--- config.mk ---
export PLATFORM = sky130hd
export DESIGN_NAME = uart_frame_parser
export DESIGN_NICKNAME = d
export VERILOG_FILES = /design/src/rtl/uart_frame_parser.sv
export SDC_FILE = /design/constraint.sdc
export NUM_CORES = 1
export LEC_CHECK = 0
export ABC_AREA = 0
export BUFFER_PORTS_ARGS = -buffer_cell sky130_fd_sc_hd__buf_2
export CAP_MARGIN = 20
export CORE_MARGIN = 1.5
export CORE_UTILIZATION = 55
export CTS_BUF_LIST = sky130_fd_sc_hd__clkbuf_8 sky130_fd_sc_hd__clkbuf_16
export CTS_CLUSTER_DIAMETER = 30
export DETAILED_ROUTE_END_ITERATION = 8
export PLACE_DENSITY = 0.73
export SLEW_MARGIN = 20
export SYNTH_ARGS = -nofsm -noshare
export SYNTH_HDL_FRONTEND = slang
export SYNTH_SLANG_ARGS = --single-unit
--- constraint.sdc ---
create_clock -name clk -period 3.68 [get_ports clk]
set_clock_uncertainty 0.05 [all_clocks]
set_input_delay 0.184 -clock clk [delete_from_list [all_inputs] [get_ports clk]]
set_output_delay 0.184 -clock clk [all_outputs]
set_load 0.01 [all_outputs]
--- src/rtl/uart_frame_parser.sv ---
// Frame parser behind a UART receiver: SYNC, LEN, payload, CHK (XOR of LEN and payload).
// The payload is buffered and streamed out on valid/ready only after the checksum matches.
module uart_frame_parser #(
  parameter logic [7:0] SYNC_BYTE    = 8'hA5,
  parameter int         MAX_LEN      = 16,
  parameter int         TIMEOUT_CLKS = 100000
) (
  input  logic       clk,
  input  logic       rst,
  input  logic [7:0] i_data,
  input  logic       i_dv,
  output logic [7:0] o_data,
  output logic       o_valid,
  input  logic       i_ready,
  output logic       o_last,
  output logic       o_frame_ok,
  output logic       o_frame_err,
  output logic       o_overrun
);
  localparam int            AW        = (MAX_LEN > 1) ? $clog2(MAX_LEN) : 1;
  localparam int            GW        = $clog2(TIMEOUT_CLKS + 1);
  localparam logic [7:0]    MAX_LEN_B = 8'(MAX_LEN);
  localparam logic [GW-1:0] GAP_LIMIT = GW'(TIMEOUT_CLKS - 1);

  typedef enum logic [2:0] {S_HUNT, S_LEN, S_PAYLOAD, S_CHK, S_DRAIN} state_t;

  state_t        state_q, state_d;
  logic [7:0]    len_q, len_d;
  logic [7:0]    idx_q, idx_d;
  logic [7:0]    chk_q, chk_d;
  logic [GW-1:0] gap_q, gap_d;
  logic [7:0]    data_q, data_d;
  logic          valid_q, valid_d;
  logic          last_q, last_d;
  logic          ok_q, ok_d;
  logic          err_q, err_d;
  logic          ovr_q, ovr_d;
  logic          wr_en;
  logic [7:0]    idx_nx;
  logic [7:0]    len_m1;
  logic [7:0]    pbuf_q [0:(2**AW)-1];

  assign idx_nx = idx_q + 8'd1;
  assign len_m1 = len_q - 8'd1;

  always_comb begin
    state_d = state_q;
    len_d   = len_q;
    idx_d   = idx_q;
    chk_d   = chk_q;
    gap_d   = '0;
    data_d  = data_q;
    valid_d = valid_q;
    last_d  = last_q;
    ok_d    = 1'b0;
    err_d   = 1'b0;
    ovr_d   = 1'b0;
    wr_en   = 1'b0;

    // Inter-byte watchdog; a byte arriving on the limit cycle wins over the timeout.
    if ((state_q == S_LEN || state_q == S_PAYLOAD || state_q == S_CHK) && !i_dv) begin
      if (gap_q == GAP_LIMIT) begin
        err_d   = 1'b1;
        state_d = S_HUNT;
      end else begin
        gap_d = gap_q + 1'b1;
      end
    end

    case (state_q)
      S_HUNT: begin
        if (i_dv && i_data == SYNC_BYTE) state_d = S_LEN;
      end
      S_LEN: begin
        if (i_dv) begin
          if (i_data != 8'd0 && i_data <= MAX_LEN_B) begin
            len_d   = i_data;
            chk_d   = i_data;
            idx_d   = 8'd0;
            state_d = S_PAYLOAD;
          end else begin
            err_d   = 1'b1;
            state_d = S_HUNT;
          end
        end
      end
      S_PAYLOAD: begin
        if (i_dv) begin
          wr_en = 1'b1;
          chk_d = chk_q ^ i_data;
          idx_d = idx_nx;
          if (idx_q == len_m1) state_d = S_CHK;
        end
      end
      S_CHK: begin
        if (i_dv) begin
          if (i_data == chk_q) begin
            ok_d    = 1'b1;
            idx_d   = 8'd0;
            valid_d = 1'b1;
            data_d  = pbuf_q[0];
            last_d  = (len_q == 8'd1);
            state_d = S_DRAIN;
          end else begin
            err_d   = 1'b1;
            state_d = S_HUNT;
          end
        end
      end
      S_DRAIN: begin
        ovr_d = i_dv;
        if (valid_q && i_ready) begin
          if (last_q) begin
            valid_d = 1'b0;
            last_d  = 1'b0;
            idx_d   = 8'd0;
            state_d = S_HUNT;
          end else begin
            idx_d  = idx_nx;
            data_d = pbuf_q[idx_nx[AW-1:0]];
            last_d = (idx_nx == len_m1);
          end
        end
      end
      default: state_d = S_HUNT;
    endcase
  end

  always_ff @(posedge clk) begin
    if (rst) begin
      state_q <= S_HUNT;
      len_q   <= 8'd0;
      idx_q   <= 8'd0;
      chk_q   <= 8'd0;
      gap_q   <= '0;
      data_q  <= 8'd0;
      valid_q <= 1'b0;
      last_q  <= 1'b0;
      ok_q    <= 1'b0;
      err_q   <= 1'b0;
      ovr_q   <= 1'b0;
    end else begin
      state_q <= state_d;
      len_q   <= len_d;
      idx_q   <= idx_d;
      chk_q   <= chk_d;
      gap_q   <= gap_d;
      data_q  <= data_d;
      valid_q <= valid_d;
      last_q  <= last_d;
      ok_q    <= ok_d;
      err_q   <= err_d;
      ovr_q   <= ovr_d;
    end
  end

  always_ff @(posedge clk) begin
    if (wr_en) pbuf_q[idx_q[AW-1:0]] <= i_data;
  end

  assign o_data      = data_q;
  assign o_valid     = valid_q;
  assign o_last      = last_q;
  assign o_frame_ok  = ok_q;
  assign o_frame_err = err_q;
  assign o_overrun   = ovr_q;
endmodule

==> metrics.json, run 1 <==
{
  "run_status": {
    "outcome": "finished clean"
  },
  "clock_tree": {
    "worstSkewPairLatency_ns": 0.43,
    "root_buffer": "clkbuf_16",
    "clock_sinks": 185,
    "number_of_h_tree_levels": 4,
    "clock_input_transition_at_the_sequential_cells_of_the_worst_setup_and_hold_paths_ns": 0.07,
    "post-cts-setup-buffers": 0,
    "clock_tree_from_tritoncts": "done",
    "cts.repair.resized": 0,
    "clockBufferDepth": 2,
    "numCtsBuffers": 17,
    "holdBufCountCts": 0
  },
  "timing": {
    "fin_tns_setup_ns": 0,
    "number_of_setup_violations_in_the_final_report": 0,
    "timing.final.hold_violations": 0,
    "fmaxAchievable_mhz": 339,
    "final-max-slew-violation-count": 0,
    "layout_min_cycle_time_ns": 2.95,
    "rsz0062_at_grt": "false",
    "worst_pin_slew_ns": 1.03,
    "maxSlewHeadroom": 0.312,
    "final_min_period_over_clock_period": 0.800
  },
  "synth": {
    "synth_top_cell_area_share": 0.481,
    "ys.warnings.count": 0,
    "ys_seq_elements": 185,
    "syn_avg_cell_area_um2": 13.9,
    "synth-seq-area-share": 0.623,
    "number_of_enable_type_register_cells_in_the_synthesized_netlist": 128,
    "synth.largest_area_cell": "edfxtp_1",
    "synth_most_common_cell": "edfxtp_1",
    "synth_cell_types": 49,
    "synth.cell_area_um2": 8000,
    "synthCells": 576,
    "synth_flop_cell": "edfxtp_1",
    "synth.top_cells.by_area": "edfxtp_1 48%, dfxtp_1 14%, mux4_2 9.3%",
    "async_flop_share": 0,
    "postSynthNetCount": 595,
    "ys_top_cells_by_count": "128 x edfxtp_1, 58 x nor2_1, 57 x dfxtp_1"
  },
  "hold_path": {
    "hp-class": "in2reg",
    "min_path_cells": 2
  },
  "detailed_routing": {
    "dr_total_vias": 4946,
    "detailedRoute.firstPassIterationCount": 5,
    "vias_per_std_cell": 6.24,
    "antenna_violating_nets_post_route": 0,
    "finalWirelength_mm": 17.6,
    "wl_per_cell_um": 22.2,
    "number_of_design_rule_violations_left_after_detail_routing": 0,
    "first_iter_violations": 462
  },
  "setup_path": {
    "worstSetupStartpointType": "register",
    "reg2regPathDepth": 7,
    "critical-path-slowest-cell": "dfxtp_2",
    "cp.required_ns": 3.96,
    "crit_path_cell_trace": "ha_1 > xor2_4 > xnor2_1 > nor4_2 > nand3_1 > or4_1 > a221oi_2",
    "arrival_ns": 3.23,
    "crit_path_max_incr_delay_ns": 0.62,
    "worstSetupEndpointType": "register",
    "cp_max_fo": 16,
    "type_of_the_setup_path_with_the_least_slack": "reg2reg",
    "crit_family": "simple AND/OR/NAND/NOR gates",
    "path_buf_inv": 0,
    "depth_of_the_critical_timing_path_with_buffers_and_inverters_included": 7
  },
  "global_routing": {
    "grt_overflow": 0,
    "grt_antenna_before_repair": 1,
    "grt.total_usage": 0.251,
    "grt_start_max_net_pins": 36,
    "first_global_vias": 4714,
    "grt_pass1_wl_mm": 27.3
  },
  "power_and_ir_drop": {
    "cellPowerDensity_nw_per_um2": 478,
    "clock_power_share": 0.468,
    "leakage_uw": 0.00296,
    "p_sw_uw": 797,
    "power_report.internal_total_uw": 3480,
    "worst_vdd_drop_mv": 0.309,
    "power.switching_fraction": 0.186,
    "power.share.combinational": 0.013,
    "seq_power_share": 0.519
  },
  "cells_and_area": {
    "areaGrowthSynthToFinish_pct": 11.9,
    "fillerInstances": 1011,
    "post_route_cells_drive_above_1_share": 0.168,
    "nNetsFinal": 618,
    "postLayoutCoreUtil": 0.637
  },
  "die": {
    "core-area_um2": 14000,
    "die_area_um2": 15300,
    "floorplan.die.width_um": 124,
    "io-pin-count": 25,
    "starting_utilization_of_the_core_area": 0.569,
    "num_rows": 43,
    "die_y_um": 124
  },
  "placement": {
    "dp_hpwl_mm": 11.1,
    "buffer_ports.inserted": 24,
    "gp_congestion": 0.842
  },
  "job": {
    "drv_cap": 0
  }
}
## worst register-to-register path: cells and delay by family, from the launching register on
kind,cells,cell delay [ns]
AO/OA/AOI/OAI,1,0.26
adder cells (fa/ha/maj),1,0.41
flip-flops,1,0.62
XOR/XNOR,2,0.58
AND/OR/NAND/NOR,3,0.94
## final cells by class
class | count | area, um2 | area share
diodes | 1 | 2.50 | 0.000280
clock buffers | 23 | 508 | 0.0568
clock inverters | 9 | 158 | 0.0176
inverters | 8 | 30.0 | 0.00336
multi-input cells | 358 | 2880 | 0.322
flip-flops and latches | 185 | 4990 | 0.557
well taps | 180 | 225 | 0.0252
repair buffers | 29 | 158 | 0.0176
## cells by family (layout without fill, tap and decap cells)
family,count (synthesis),count (layout),synth area share
compound gates,65,65,0.0565
other cells,0,1,0
fa+ha+maj,7,7,0.0110
buf+inv,33,69,0.0164
simple gates,196,196,0.119
xor+xnor,45,45,0.0516
flops,185,185,0.623
mux,45,45,0.122
## sequential cells by signal (all words and copies together) (netlist names), 3 cells and up
name     count
chk_q        8
gap_q       17
idx_q        8
len_q        8
o_data       8
pbuf_q     128
state_q      3
## final timing paths
check,end,slack (ns),start
worst min-delay path,o_overrun$_SDFF_PP0_,0.07,i_dv
worst max register to register,o_last$_SDFFE_PP0P_,0.73,idx_q[0]$_SDFFE_PP0P_
worst min register to register,gap_q[0]$_SDFF_PP0_,0.39,gap_q[0]$_SDFF_PP0_
worst max-delay path,o_last$_SDFFE_PP0P_,0.73,idx_q[0]$_SDFFE_PP0P_
## layout by cell type, fill, tap and decap left out, drive strengths merged, types with 9 or more instances in the layout
cell      n
nand3    19
mux4     40
inv      10
dfxtp    57
buf      29
xnor2    22
nor2     58
xor2     23
a21oi    13
edfxtp  128
nor3      9
clkbuf   23
nand2    55
o21ai    15
o211ai    9
## power by group through the flow
stage	combinational (uW)	sequential [uW]	clock (uW)
2_1_floorplan	15.7	2270	0
3_3_place_gp	55.0	2260	0
3_5_place_dp	57.4	2260	0
4_1_cts	57.3	2220	2020
5_1_grt	61.7	2220	2100
6_report	57.5	2220	2000
## metal layers
metal / wire length [um] / vias up / global-route usage
li1: - / 2229 / -
met1: 7260 / 2472 / 0.349
met2: 8320 / 207 / 0.388
met3: 1410 / 38 / 0.0540
met4: 577 / 0 / 0.107
met5: 0 / - / 0
## through the flow
step	power, uW	instance area (um2)	hold slack, ns	instances	setup slack, ns
floorplan	2280	8000	0.233	576	0.685
global placement	2320	8280	0.376	760	0.877
detailed placement	2320	8280	0.389	760	0.732
CTS	4300	8940	0.0409	792	0.706
global route	4380	8940	0.0627	792	0.580
finish	4280	8950	0.0695	793	0.734
Note: power is estimated with default switching activity, not from simulation.
==> run 2: changes to the inputs <==
- PLACE_DENSITY: 0.73 -> 0.76
- clock period: 3.68 -> 2.7 ns (I/O delays scaled with it)
==> run 2 against run 1 <==
Clock-buffer cell count down 5; global-route usage up 1.5 points; critical path depth unchanged; sequential share of layout area down 1.4 points; sequential power up 36%; critical endpoint unchanged; largest cell class unchanged.
==> metrics.json, run 2 (synthesized netlist as in run 1, its figures left out) <==
{
  "power_and_ir_drop": {
    "worst_vdd_drop": {"value": 0.433, "unit": "mV", "change": "+40%"},
    "cellPowerDensity": {"value": 632, "unit": "nW/um2", "change": "+32%"},
    "leakage": {"value": 0.00313, "unit": "uW", "change": "+5.6%"}
  },
  "die": {
    "num_rows": {"value": 43, "change": "unchanged"},
    "core-area": {"value": 14000, "unit": "um2", "change": "unchanged"},
    "io-pin-count": {"value": 25, "change": "unchanged"},
    "die_area": {"value": 15300, "unit": "um2", "change": "unchanged"},
    "floorplan.die.width": {"value": 124, "unit": "um", "change": "unchanged"},
    "starting_utilization_of_the_core_area": {"value": 0.569, "change": "unchanged"},
    "die_y": {"value": 124, "unit": "um", "change": "unchanged"}
  },
  "setup_path": {
    "type_of_the_setup_path_with_the_least_slack": "reg2reg",
    "cp.required": {"value": 2.99, "unit": "ns", "change": "-0.97 ns"},
    "arrival": {"value": 2.82, "unit": "ns", "change": "-0.41 ns"},
    "worstReg2RegStart": "idx_q[0]$_SDFFE_PP0P_",
    "worstSetupEndpointType": "register",
    "worst_reg2reg_endpoint": "o_last$_SDFFE_PP0P_",
    "worstSetupStartpointType": "register",
    "worst-r2r-setup-slack": {"value": 0.17, "unit": "ns", "change": "-0.57 ns"},
    "cp_max_fo": {"value": 7, "change": "-9"},
    "reg2regPathDepth": {"value": 7, "change": "unchanged"}
  },
  "detailed_routing": {
    "maxUsedRoutingLayer": "met4",
    "number_of_design_rule_violations_left_after_detail_routing": {"value": 0, "change": "unchanged"},
    "detailedRoute.firstPassIterationCount": {"value": 6, "change": "+1"},
    "wl_met1": {"value": 7.57, "unit": "mm", "change": "+4.2%"},
    "dr_total_vias": {"value": 5039, "change": "+1.9%"},
    "antenna_violating_nets_post_route": {"value": 0, "change": "unchanged"},
    "route.met3.wl": {"value": 1.47, "unit": "mm", "change": "+3.9%"},
    "first_iter_violations": {"value": 600, "change": "+30%"},
    "dr_wl_met2": {"value": 9.12, "unit": "mm", "change": "+9.6%"},
    "vias_per_std_cell": {"value": 6.14, "change": "-1.6%"},
    "wl_per_cell": {"value": 22.5, "unit": "um", "change": "+1.6%"},
    "finalWirelength": {"value": 18.5, "unit": "mm", "change": "+5.2%"}
  },
  "global_routing": {
    "grt_antenna_before_repair": {"value": 0, "change": "-1"},
    "grt_start_max_net_pins": {"value": 35, "change": "-2.8%"},
    "first_global_vias": {"value": 4974, "change": "+5.5%"},
    "grt_overflow": {"value": 0, "change": "unchanged"},
    "grt.total_usage": {"value": 0.266, "change": "+0.0148"},
    "grt_pass1_wl": {"value": 28.7, "unit": "mm", "change": "+5.4%"}
  },
  "clock_tree": {
    "numCtsBuffers": {"value": 17, "change": "unchanged"},
    "clock_tree_from_tritoncts": "done",
    "clock_input_transition_at_the_sequential_cells_of_the_worst_setup_and_hold_paths": {"value": 0.06, "unit": "ns", "change": "about the same"},
    "number_of_h_tree_levels": {"value": 4, "change": "unchanged"},
    "clock_sinks": {"value": 185, "change": "unchanged"},
    "clockBufferDepth": {"value": 2, "change": "unchanged"},
    "post-cts-setup-buffers": {"value": 0, "change": "unchanged"},
    "worstSkewPairLatency": {"value": 0.43, "unit": "ns", "change": "about the same"},
    "root_buffer": "clkbuf_16"
  },
  "hold_path": {
    "min-delay-start": "i_ready",
    "hp-class": "in2reg",
    "min_path_cells": {"value": 4, "change": "+2"},
    "hold_path_end": "state_q[2]$_SDFF_PP0_"
  },
  "timing": {
    "worst_pin_slew": {"value": 0.608, "unit": "ns", "change": "-0.420 ns"},
    "final-max-slew-violation-count": {"value": 0, "change": "unchanged"},
    "maxSlewHeadroom": {"value": 0.593, "change": "+0.281"},
    "hold_ws": {"value": 0.0455, "unit": "ns", "change": "-0.0239 ns"},
    "layout_min_cycle_time": {"value": 2.53, "unit": "ns", "change": "-0.415 ns"},
    "rsz0062_at_grt": "false",
    "final_min_period_over_clock_period": {"value": 0.937, "change": "+0.137"},
    "setup_slack": {"value": 0.169, "unit": "ns", "change": "-0.565 ns"},
    "timing.final.hold_violations": {"value": 0, "change": "unchanged"},
    "number_of_setup_violations_in_the_final_report": {"value": 0, "change": "unchanged"},
    "fin_tns_setup": {"value": 0, "unit": "ns", "change": "unchanged"},
    "fmaxAchievable": {"value": 395, "unit": "MHz", "change": "+16%"}
  },
  "placement": {
    "buffer_ports.inserted": {"value": 24, "change": "unchanged"},
    "pre_cts_ws": {"value": 0.283, "unit": "ns", "change": "-0.449 ns"},
    "gp_congestion": {"value": 0.884, "change": "+5.0%"},
    "dp_hpwl": {"value": 11.6, "unit": "mm", "change": "+4.5%"}
  },
  "run_status": {
    "outcome": "finished clean"
  },
  "cells_and_area": {
    "post_route_cells_drive_above_1_share": {"value": 0.204, "change": "+0.0361"},
    "nNetsFinal": {"value": 647, "change": "+4.7%"},
    "flip_flop_count_of_the_largest_register_after_layout": {"value": 128, "change": "unchanged"},
    "layout_common_cells": "128 x edfxtp_1, 58 x nor2_1, 55 x nand2_1",
    "postLayoutCoreUtil": {"value": 0.654, "change": "+0.0167"},
    "areaGrowthSynthToFinish_pct": 14.8,
    "layout_commonest_cell": "edfxtp_1",
    "num_antenna_cells": {"value": 0, "change": "-1"}
  },
  "job": {
    "drv_cap": {"value": 0, "change": "unchanged"}
  }
}
run 2: per-layer routing:
layer | track usage | up-vias
met5 | 0 | -
met4 | 0.0848 | 0
met3 | 0.0682 | 36
met2 | 0.433 | 198
met1 | 0.355 | 2522
li1 | - | 2283
run 2: worst max-delay path by stage:
| stage | endpoint | startpoint | slack (ns) |
|---|---|---|---|
| global route | o_last$_SDFFE_PP0P_ | idx_q[0]$_SDFFE_PP0P_ | 0.04 |
| detailed placement | o_data[0]$_SDFFE_PP0P_ | idx_q[1]$_SDFFE_PP0P_ | 0.28 |
| CTS | o_last$_SDFFE_PP0P_ | len_q[0]$_SDFFE_PP0P_ | 0.03 |
| global placement | o_last$_SDFFE_PP0P_ | len_q[0]$_SDFFE_PP0P_ | 0.27 |
| floorplan | o_data[6]$_SDFFE_PP0P_ | idx_q[0]$_SDFFE_PP0P_ | 0.02 |
| finish | o_last$_SDFFE_PP0P_ | idx_q[0]$_SDFFE_PP0P_ | 0.17 |
run 2: worst max-delay path, cell delays in order, from the launching register on:
cell	delay [ns]
dfxtp_2	0.43
ha_1	0.38
xor2_4	0.20
xnor2_1	0.12
nor4_2	0.31
nand3_1	0.11
or4_1	0.59
a221oi_2	0.25
run 2: layout make-up:
type	count	area, um2
Inverter	8	30.0
Sequential cell	185	4990
Fill cell	968	4860
Timing Repair Buffer	58	405
Multi-Input combinational cell	358	2890
Tap cell	180	225
Clock buffer	18	439
Clock inverter	14	205
run 2: metrics by stage:
stage                     instance area (um2)  power (uW)  instances
final                                    9180        5810        821
after global routing                     9180        5950        821
after CTS                                9170        5830        821
after detailed placement                 8510        3170        787
after global placement                   8510        3170        787
after floorplan                          8010        3110        576
run 2: report_power, final:
group | internal (uW) | switching, uW
clock network | 1660 | 1040
logic | 18.8 | 65.9
registers | 3020 | 0.0000941
total | 4700 | 1100
run 2: timing repair:
| action | in CTS | in global routing |
|---|---|---|
| resized for setup | 0 | 3 |
| hold buffers | 2 | 0 |
| hold endpoints to repair | 9 | 0 |
| setup endpoints to repair | 0 | 1 |
